## config.mk

```make
export PLATFORM = sky130hd
export DESIGN_NAME = miriscv_mem_arbiter
export DESIGN_NICKNAME = d
export VERILOG_FILES = /design/src/rtl/miriscv_mem_arbiter.sv
export SDC_FILE = /design/constraint.sdc
export NUM_CORES = 1
export LEC_CHECK = 0
export ABC_AREA = 1
export CAP_MARGIN = 10
export CORE_UTILIZATION = 38
export DETAILED_ROUTE_END_ITERATION = 10
export GPL_ROUTABILITY_DRIVEN = 0
export PLACE_DENSITY = 0.81
export SLEW_MARGIN = 20
export SYNTH_ARGS = -nofsm -noshare
export SYNTH_HDL_FRONTEND = slang
export SYNTH_SLANG_ARGS = --single-unit
```

## constraint.sdc

```tcl
create_clock -name clk_i -period 2.1 [get_ports clk_i]
set_input_delay 0.315 -clock clk_i [delete_from_list [all_inputs] [get_ports clk_i]]
set_output_delay 0.315 -clock clk_i [all_outputs]
set_load 0.005 [all_outputs]
```

## src/rtl/miriscv_mem_arbiter.sv

```systemverilog
// Shares one memory bus between fetch and LSU; one outstanding transaction, data priority with starvation limit.
// Latency: grant and response both 0 cycles; requesters are held off by staying unserved (no ready), bus by mem_rvalid_i.
module miriscv_mem_arbiter #(
   parameter int unsigned STARVE_LIMIT = 4,
   parameter int unsigned XLEN         = 32
) (
   input  logic              clk_i,
   input  logic              arstn_i,
   input  logic              instr_req_i,
   input  logic [XLEN-1:0]   instr_addr_i,
   output logic              instr_rvalid_o,
   output logic [XLEN-1:0]   instr_rdata_o,
   input  logic              data_req_i,
   input  logic              data_we_i,
   input  logic [XLEN/8-1:0] data_be_i,
   input  logic [XLEN-1:0]   data_addr_i,
   input  logic [XLEN-1:0]   data_wdata_i,
   output logic              data_rvalid_o,
   output logic [XLEN-1:0]   data_rdata_o,
   output logic              mem_req_o,
   output logic              mem_we_o,
   output logic [XLEN/8-1:0] mem_be_o,
   output logic [XLEN-1:0]   mem_addr_o,
   output logic [XLEN-1:0]   mem_wdata_o,
   input  logic              mem_rvalid_i,
   input  logic [XLEN-1:0]   mem_rdata_i,
   output logic              busy_o
);

   typedef struct packed {
      logic              we;
      logic [XLEN/8-1:0] be;
      logic [XLEN-1:0]   addr;
      logic [XLEN-1:0]   wdata;
   } req_t;

   typedef enum logic [1:0] {IDLE, BUSY_I, BUSY_D, DRAIN} state_t;

   localparam logic [3:0] LIMIT = 4'(STARVE_LIMIT);

   state_t     state_q, state_d;
   logic [3:0] starve_cnt_q, starve_cnt_d;
   req_t       pl_q, pl_d;
   req_t       instr_pl, data_pl, mem_pl;
   logic       grant_d, grant_i;

   always_comb begin
      instr_pl       = '0;
      instr_pl.be    = '1;
      instr_pl.addr  = instr_addr_i;
      data_pl.we     = data_we_i;
      data_pl.be     = data_be_i;
      data_pl.addr   = data_addr_i;
      data_pl.wdata  = data_wdata_i;
   end

   always_comb begin
      state_d        = state_q;
      starve_cnt_d   = starve_cnt_q;
      pl_d           = pl_q;
      mem_pl         = pl_q;
      mem_req_o      = 1'b0;
      instr_rvalid_o = 1'b0;
      data_rvalid_o  = 1'b0;
      grant_d        = 1'b0;
      grant_i        = 1'b0;
      case (state_q)
         IDLE: begin
            // Data wins a collision until the fetch has been passed over LIMIT times.
            grant_d = data_req_i && !(instr_req_i && (starve_cnt_q == LIMIT));
            grant_i = instr_req_i && !grant_d;
            if (grant_d) begin
               mem_req_o = 1'b1;
               mem_pl    = data_pl;
               pl_d      = data_pl;
               state_d   = BUSY_D;
               if (!instr_req_i)
                  starve_cnt_d = '0;
               else if (starve_cnt_q != LIMIT)
                  starve_cnt_d = starve_cnt_q + 4'd1;
            end else if (grant_i) begin
               mem_req_o    = 1'b1;
               mem_pl       = instr_pl;
               pl_d         = instr_pl;
               state_d      = BUSY_I;
               starve_cnt_d = '0;
            end
         end
         BUSY_I: begin
            mem_req_o = 1'b1;
            if (mem_rvalid_i) begin
               instr_rvalid_o = 1'b1;
               state_d        = IDLE;
            end else if (!instr_req_i) begin
               state_d = DRAIN;
            end
         end
         BUSY_D: begin
            mem_req_o = 1'b1;
            if (mem_rvalid_i) begin
               data_rvalid_o = 1'b1;
               state_d       = IDLE;
            end
         end
         DRAIN: begin
            // Killed fetch still owns the bus until its response is swallowed.
            mem_req_o = 1'b1;
            if (mem_rvalid_i)
               state_d = IDLE;
         end
         default: state_d = IDLE;
      endcase
   end

   always_ff @(posedge clk_i) begin
      if (!arstn_i) begin
         state_q      <= IDLE;
         starve_cnt_q <= '0;
         pl_q         <= '0;
      end else begin
         state_q      <= state_d;
         starve_cnt_q <= starve_cnt_d;
         pl_q         <= pl_d;
      end
   end

   assign mem_we_o      = mem_pl.we;
   assign mem_be_o      = mem_pl.be;
   assign mem_addr_o    = mem_pl.addr;
   assign mem_wdata_o   = mem_pl.wdata;
   assign instr_rdata_o = mem_rdata_i;
   assign data_rdata_o  = mem_rdata_i;
   assign busy_o        = (state_q != IDLE);

   a_data_held: assert property (@(posedge clk_i) disable iff (!arstn_i)
      (state_q == BUSY_D) |-> data_req_i);

endmodule

```

Word-level counts from Yosys, hierarchy flattened
Cells that the tools add are included.
{"block": "word_totals", "ff_bits": 75, "inputBits": 138, "out_inout_bits": 137}
{"block": "op_classes", "addsub": 1, "eq_ne": 9, "muxes": 19, "n_reduce_logical": 12}
{"op": "two-way mux 69 bit", "count": 3}
{"op": "two-way mux 4 bit", "count": 4}
{"op": "two-way mux 2 bit", "count": 5}
{"op": "inequality test 3 bit, second input constant", "count": 2}
{"op": "case mux 2 bit (3 select lines)", "count": 1}
{"op": "AND reduction 3 bit", "count": 2}
{"op": "two-way mux 1 bit", "count": 5}
{"op": "adder 4 x 1 -> 4 bit, second input constant", "count": 1}
{"op": "== test 2 bit, second input constant", "count": 2}
{"op": "== test 4 x 3 -> 1 bit, second input constant", "count": 1}
{"op": "inequality test 4 x 3 -> 1 bit, second input constant", "count": 1}
{"op": "nonzero test 2 bit", "count": 2}
{"op": "logical AND 1 bit", "count": 3}
{"op": "inequality test 3 x 2 -> 1 bit, second input constant", "count": 1}
{"op": "OR reduction 3 bit", "count": 1}
{"op": "== test 2 x 1 -> 1 bit, second input constant", "count": 1}
{"op": "logical NOT 1 bit", "count": 2}
{"op": "logical NOT 2 bit", "count": 1}
{"op": "inequality test 2 x 1 -> 1 bit, second input constant", "count": 1}
{"op": "case mux 1 bit (2 select lines)", "count": 1}
{"op": "OR reduction 2 bit", "count": 1}

Depth between registers and ports, before layout
{"block": "logic_depth", "depth_word": 9, "mapped_depth": 11}

Worst setup path after synthesis
No wires, ideal clock.
{"block": "synth_path", "kind": "register to output", "start": "register starve_cnt_q[0]", "end": "output mem_wdata_o[12]", "arrival_time_ps": 1350, "required_time_ps": 1785, "path_slack_ps": 435, "stages_incl_launch_ff": 12, "path_buffers": 2, "path_cell_list": "dfxtp_1 -> inv_1 -> ha_1 -> nand2_2 -> inv_2 -> nand2_4 -> nand2_4 -> nor2_4 -> buf_6 -> buf_6 -> nand2_1 -> nand2_1"}
{"block": "synth_between", "elab_chain_cells": 9}
{"element": "from (decl)", "line_no": "42", "rtl": "logic [3:0] starve_cnt_q, starve_cnt_d;"}
{"element": "from (signal assigned)", "line_no": "122", "rtl": "starve_cnt_q <= starve_cnt_d;"}
{"element": "== test 4 x 3 -> 1 bit *", "line_no": "70", "rtl": "grant_d = data_req_i && !(instr_req_i && (starve_cnt_q == LIMIT));"}
{"element": "logical AND 1 bit *", "line_no": "70"}
{"element": "logical NOT 1 bit *", "line_no": "70"}
{"element": "logical AND 1 bit *", "line_no": "70"}
{"element": "logical NOT 1 bit", "line_no": "71", "rtl": "grant_i = instr_req_i && !grant_d;"}
{"element": "logical AND 1 bit", "line_no": "71"}
{"element": "two-way mux 69 bit", "line_no": "81", "rtl": "end else if (grant_i) begin"}
{"element": "two-way mux 69 bit * (2 in series)"}
{"element": "to (decl)", "line_no": "24", "rtl": "output logic [XLEN-1:0] mem_wdata_o,"}
Every way passes the cells marked *; elsewhere a longest branch is shown, timed or not.

Worst setup path after layout
{"block": "layout_path", "start": "input instr_req_i", "end": "register pl_q[54] (netlist bit)"}
{"block": "layout_between", "elab_chain_cells": 8}
{"element": "from (decl)", "line_no": "9", "rtl": "input logic instr_req_i,"}
{"element": "logical AND 1 bit", "line_no": "70"}
{"element": "logical NOT 1 bit", "line_no": "70"}
{"element": "logical AND 1 bit", "line_no": "70"}
{"element": "logical NOT 1 bit", "line_no": "71"}
{"element": "logical AND 1 bit", "line_no": "71"}
{"element": "two-way mux 69 bit"}
{"element": "two-way mux 69 bit *", "line_no": "72", "rtl": "if (grant_d) begin"}
{"element": "two-way mux 69 bit *"}
{"element": "to (signal assigned)", "line_no": "123", "rtl": "pl_q <= pl_d;"}
{"element": "to (decl)", "line_no": "43", "rtl": "req_t pl_q, pl_d;"}
Marked as above.
A chain may end at the register's enable or synchronous reset.

==> impl_results.md <==
- Run status: finished with violations
- Failing checks: setup timing
- Clock root buffer: clkbuf_16
- Average routed wire per standard cell: 17.2 um
- Total power: about 6.6 mW
- Most numerous cell in the Yosys netlist: nand2_1
- RSZ-0062 raised after global routing: yes
- Worst vdd rail ir drop: roughly 480 uV
- Die area: between 0.01 and 0.015 mm2
- Worst-path fanout max: 6
- ANT cells: 0
- Worst setup path class: in2reg
- Pwr Density: 742 mW/mm2
- Most used cell, CP: buf_4
- CP Capture Type: register
- Yosys top cell area share: 0.324
- Initial DRC count: 561
- Register-to-Register Path Depth: 18
- DRT antenna net count: 0
- Area Overhead vs Synth: 90.7%
- Net switching fraction of the power: 0.353
- Delay of the slowest cell on the worst path: 0.55 ns
- Post-Syn Area per Cell: about 6.2 um2
- CP delay by family, top: buffers and inverters
- Initial Utilization: 0.397
- Vias in the first global route: 5975
- Worst-Margin Slew: between 0.5 and 0.6 ns
- Hold Path Origin: pl_q[68]
- Drt drc: 0
- # port buffers: 178
- CP max-delay cell: clkdlybuf4s50_1
- Largest net degree at the start of global routing: 42
- Post-Synthesis Net Count: ~880
- First-pass GRT wire length: 29200 um
- Later-pin clock latency in the skew report: 0.33 ns
- Crit path time final: 2.27 ns
- Slew headroom: 0.648
- Final setup viols: 74
- CTS HTree Levels: 3
- CTS hold repair buffers: 0
- Post-layout util: 0.758
- Max Cap Violations: 0
- Post-Route WL: 20500 um
- Slew Limit Fails: 0
- Clock Path Buffers: 2
- Ys async rst share: 0
- Netlist cell types: 23
- Layout Nets: 1184
- Worst setup SP type: input port
- R2r endpoint: pl_q[54]
- Vias/cell: 5.23
- Clk sink count: 75
- Worst Path Arrival: 2.54 ns
- Combinational fraction of design power: 0.518
- Synth Instances: 743
- CTS tree: yes
- Area contributors post-synth: dfxtp_1 32%, nand2_1 21%, buf_4 11%, a21oi_1 7.3%, inv_1 6.5%
- Initial antenna violation count: 0
- Floorplan row count: 39
- Worst Path Required: about 2.4 ns
- GRT Total Usage: 0.297
- Num CTS Buffers: 9
- DP Wirelength: between 9000 and 10000 um
- WHS Endpoint: pl_q[68]
- EDFF count, synth: 0
- Layout cells sized above 1: 0.459
- Final Hold Fails: 0
- Worst R2R Start: starve_cnt_q[0]
- Number of synthesized register bits: 75
- Clock share of power: 0.227
- Leakage: 4.50 nW
- Vias post-DR: 6225
- Core area: roughly 0.012 mm2
- Int Power: around 4.2 mW
- Synth warn: 0
- WP buf/inv: 10
- Synth cell count leaders: 262 x nand2_1, 80 x inv_1, 75 x dfxtp_1
- Reg-to-reg slack, setup: -0.14 ns
- Clock skew: ~0.0086 ns
- Die height: 112 um
- Grt total ovfl: 0
- P_sw: roughly 2.3 mW
- Die X: 112 um
- CTS clk-pin slew, worst paths: 0.06 ns
- Synthesized cell area: 0.00463 mm2
- Fmax: 441 MHz
- Fin crit share: 1.08
- Sequential fraction of design power: 0.256
- Worst setup margin: -0.169 ns
- Hold Path Depth: 2
- Area leader, netlist: dfxtp_1
- Io pins: about 280
- Cell breakdown of the critical path: clkdlybuf4s50_1 > nand2_4 > inv_6 > nand2_8 > nand2_8 > nand2_8 > buf_12 > buf_8 > nand2_2 > nand2_2 > buf_4 > buf_4 > buf_4 > buf_4 > buf_4 > buf_4 > a21oi_2
- DR pass1 iterations: 5
- Register area share after synthesis: 0.324
- Hold WC Path Type: reg2reg
- Prevailing post-synth register cell: dfxtp_1
[state kept, by name, indices dropped and copies added (netlist names)]
register	flops
state_q	2
starve_cnt_q	4
pl_q	69
[placed cells by master, fill, tap and decap left out, types with 9 or more instances in the layout]
master             n
nor2_2             9
buf_2             53
a21oi_1           53
buf_6             64
clkbuf_16          9
dfxtp_1           73
a21oi_2           15
inv_1             63
clkdlybuf4s50_1  107
buf_12            24
nand2_2           68
nand4_1           35
nor2_1            47
buf_4            136
nand2_1          171
inv_2             20
nor2_4            21
nand2_4           39
[power groups by stage]
stage,registers (mW),logic (mW),clock network (mW)
global placement,1.69,2.29,0
detailed placement,1.70,2.31,0
floorplan,1.68,1.16,0
CTS,1.67,2.90,1.49
global route,1.70,3.62,1.58
finish,1.68,3.39,1.49
[per-stage QoR]
step	setup TNS (ns)	instances	hold slack [ns]	cell area, um2	worst slack [ns]
final	-6.04	1191	0.477	8840	-0.169
after global routing	-11.06	1191	0.498	8840	-0.275
after CTS	-4.22	1190	0.473	8320	-0.0878
after detailed placement	-22.12	1038	0.464	6560	-0.422
after global placement	-20.44	1038	0.461	6560	-0.396
after floorplan	0	743	0.441	4630	0.435
[what timing repair did]
item / CTS / global route
pin swaps: 64 / 68
endpoints found under the setup margin: 70 / 89
cloned: 7 / 0
buffers inserted: 135 / 31
resized for setup: 437 / 167
[logic make-up (layout without fill, tap and decap cells)]
kind of cell	after synthesis	count (layout)	share of synthesized area
buf+inv	187	492	0.217
compound gates	73	73	0.0802
flops	75	75	0.324
xor+xnor	2	2	0.00378
fa+ha+maj	2	2	0.00540
simple gates	404	404	0.370
[layout make-up]
| class | count | area [um2] |
|---|---|---|
| Timing Repair Buffer | 393 | 3720 |
| Multi-Input combinational cell | 481 | 2830 |
| Clock buffer | 13 | 270 |
| Inverter | 84 | 320 |
| Tap cell | 143 | 179 |
| Clock inverter | 2 | 10.0 |
| Fill cell | 810 | 2830 |
| Sequential cell | 75 | 1500 |
[worst reg2reg max path: cells and delay by family, from the launching register on]
family          cells  cell delay, ns
simple gates        6            0.43
buf+inv            10            1.17
fa+ha+maj           1            0.14
flops               1            0.32
compound gates      1            0.12
[layer usage]
| layer | part of all wire | global-route usage |
|---|---|---|
| met5 | 0 | 0 |
| met2 | 0.50 | 0.537 |
| met3 | 0.090 | 0.0956 |
| met4 | 0.050 | 0.169 |
| met1 | 0.36 | 0.302 |
[worst max-delay path by stage]
stage / from / cells after the start / to
5_1_grt: starve_cnt_q[0] / 13 / mem_addr_o[10]
3_5_place_dp: data_req_i / 8 / mem_be_o[3]
3_3_place_gp: data_req_i / 8 / mem_be_o[3]
6_report: instr_req_i / 17 / pl_q[54]
4_1_cts: starve_cnt_q[0] / 13 / mem_wdata_o[31]
2_1_floorplan: starve_cnt_q[0] / 11 / mem_wdata_o[12]
No activity file was read; power rests on OpenSTA's default activity.
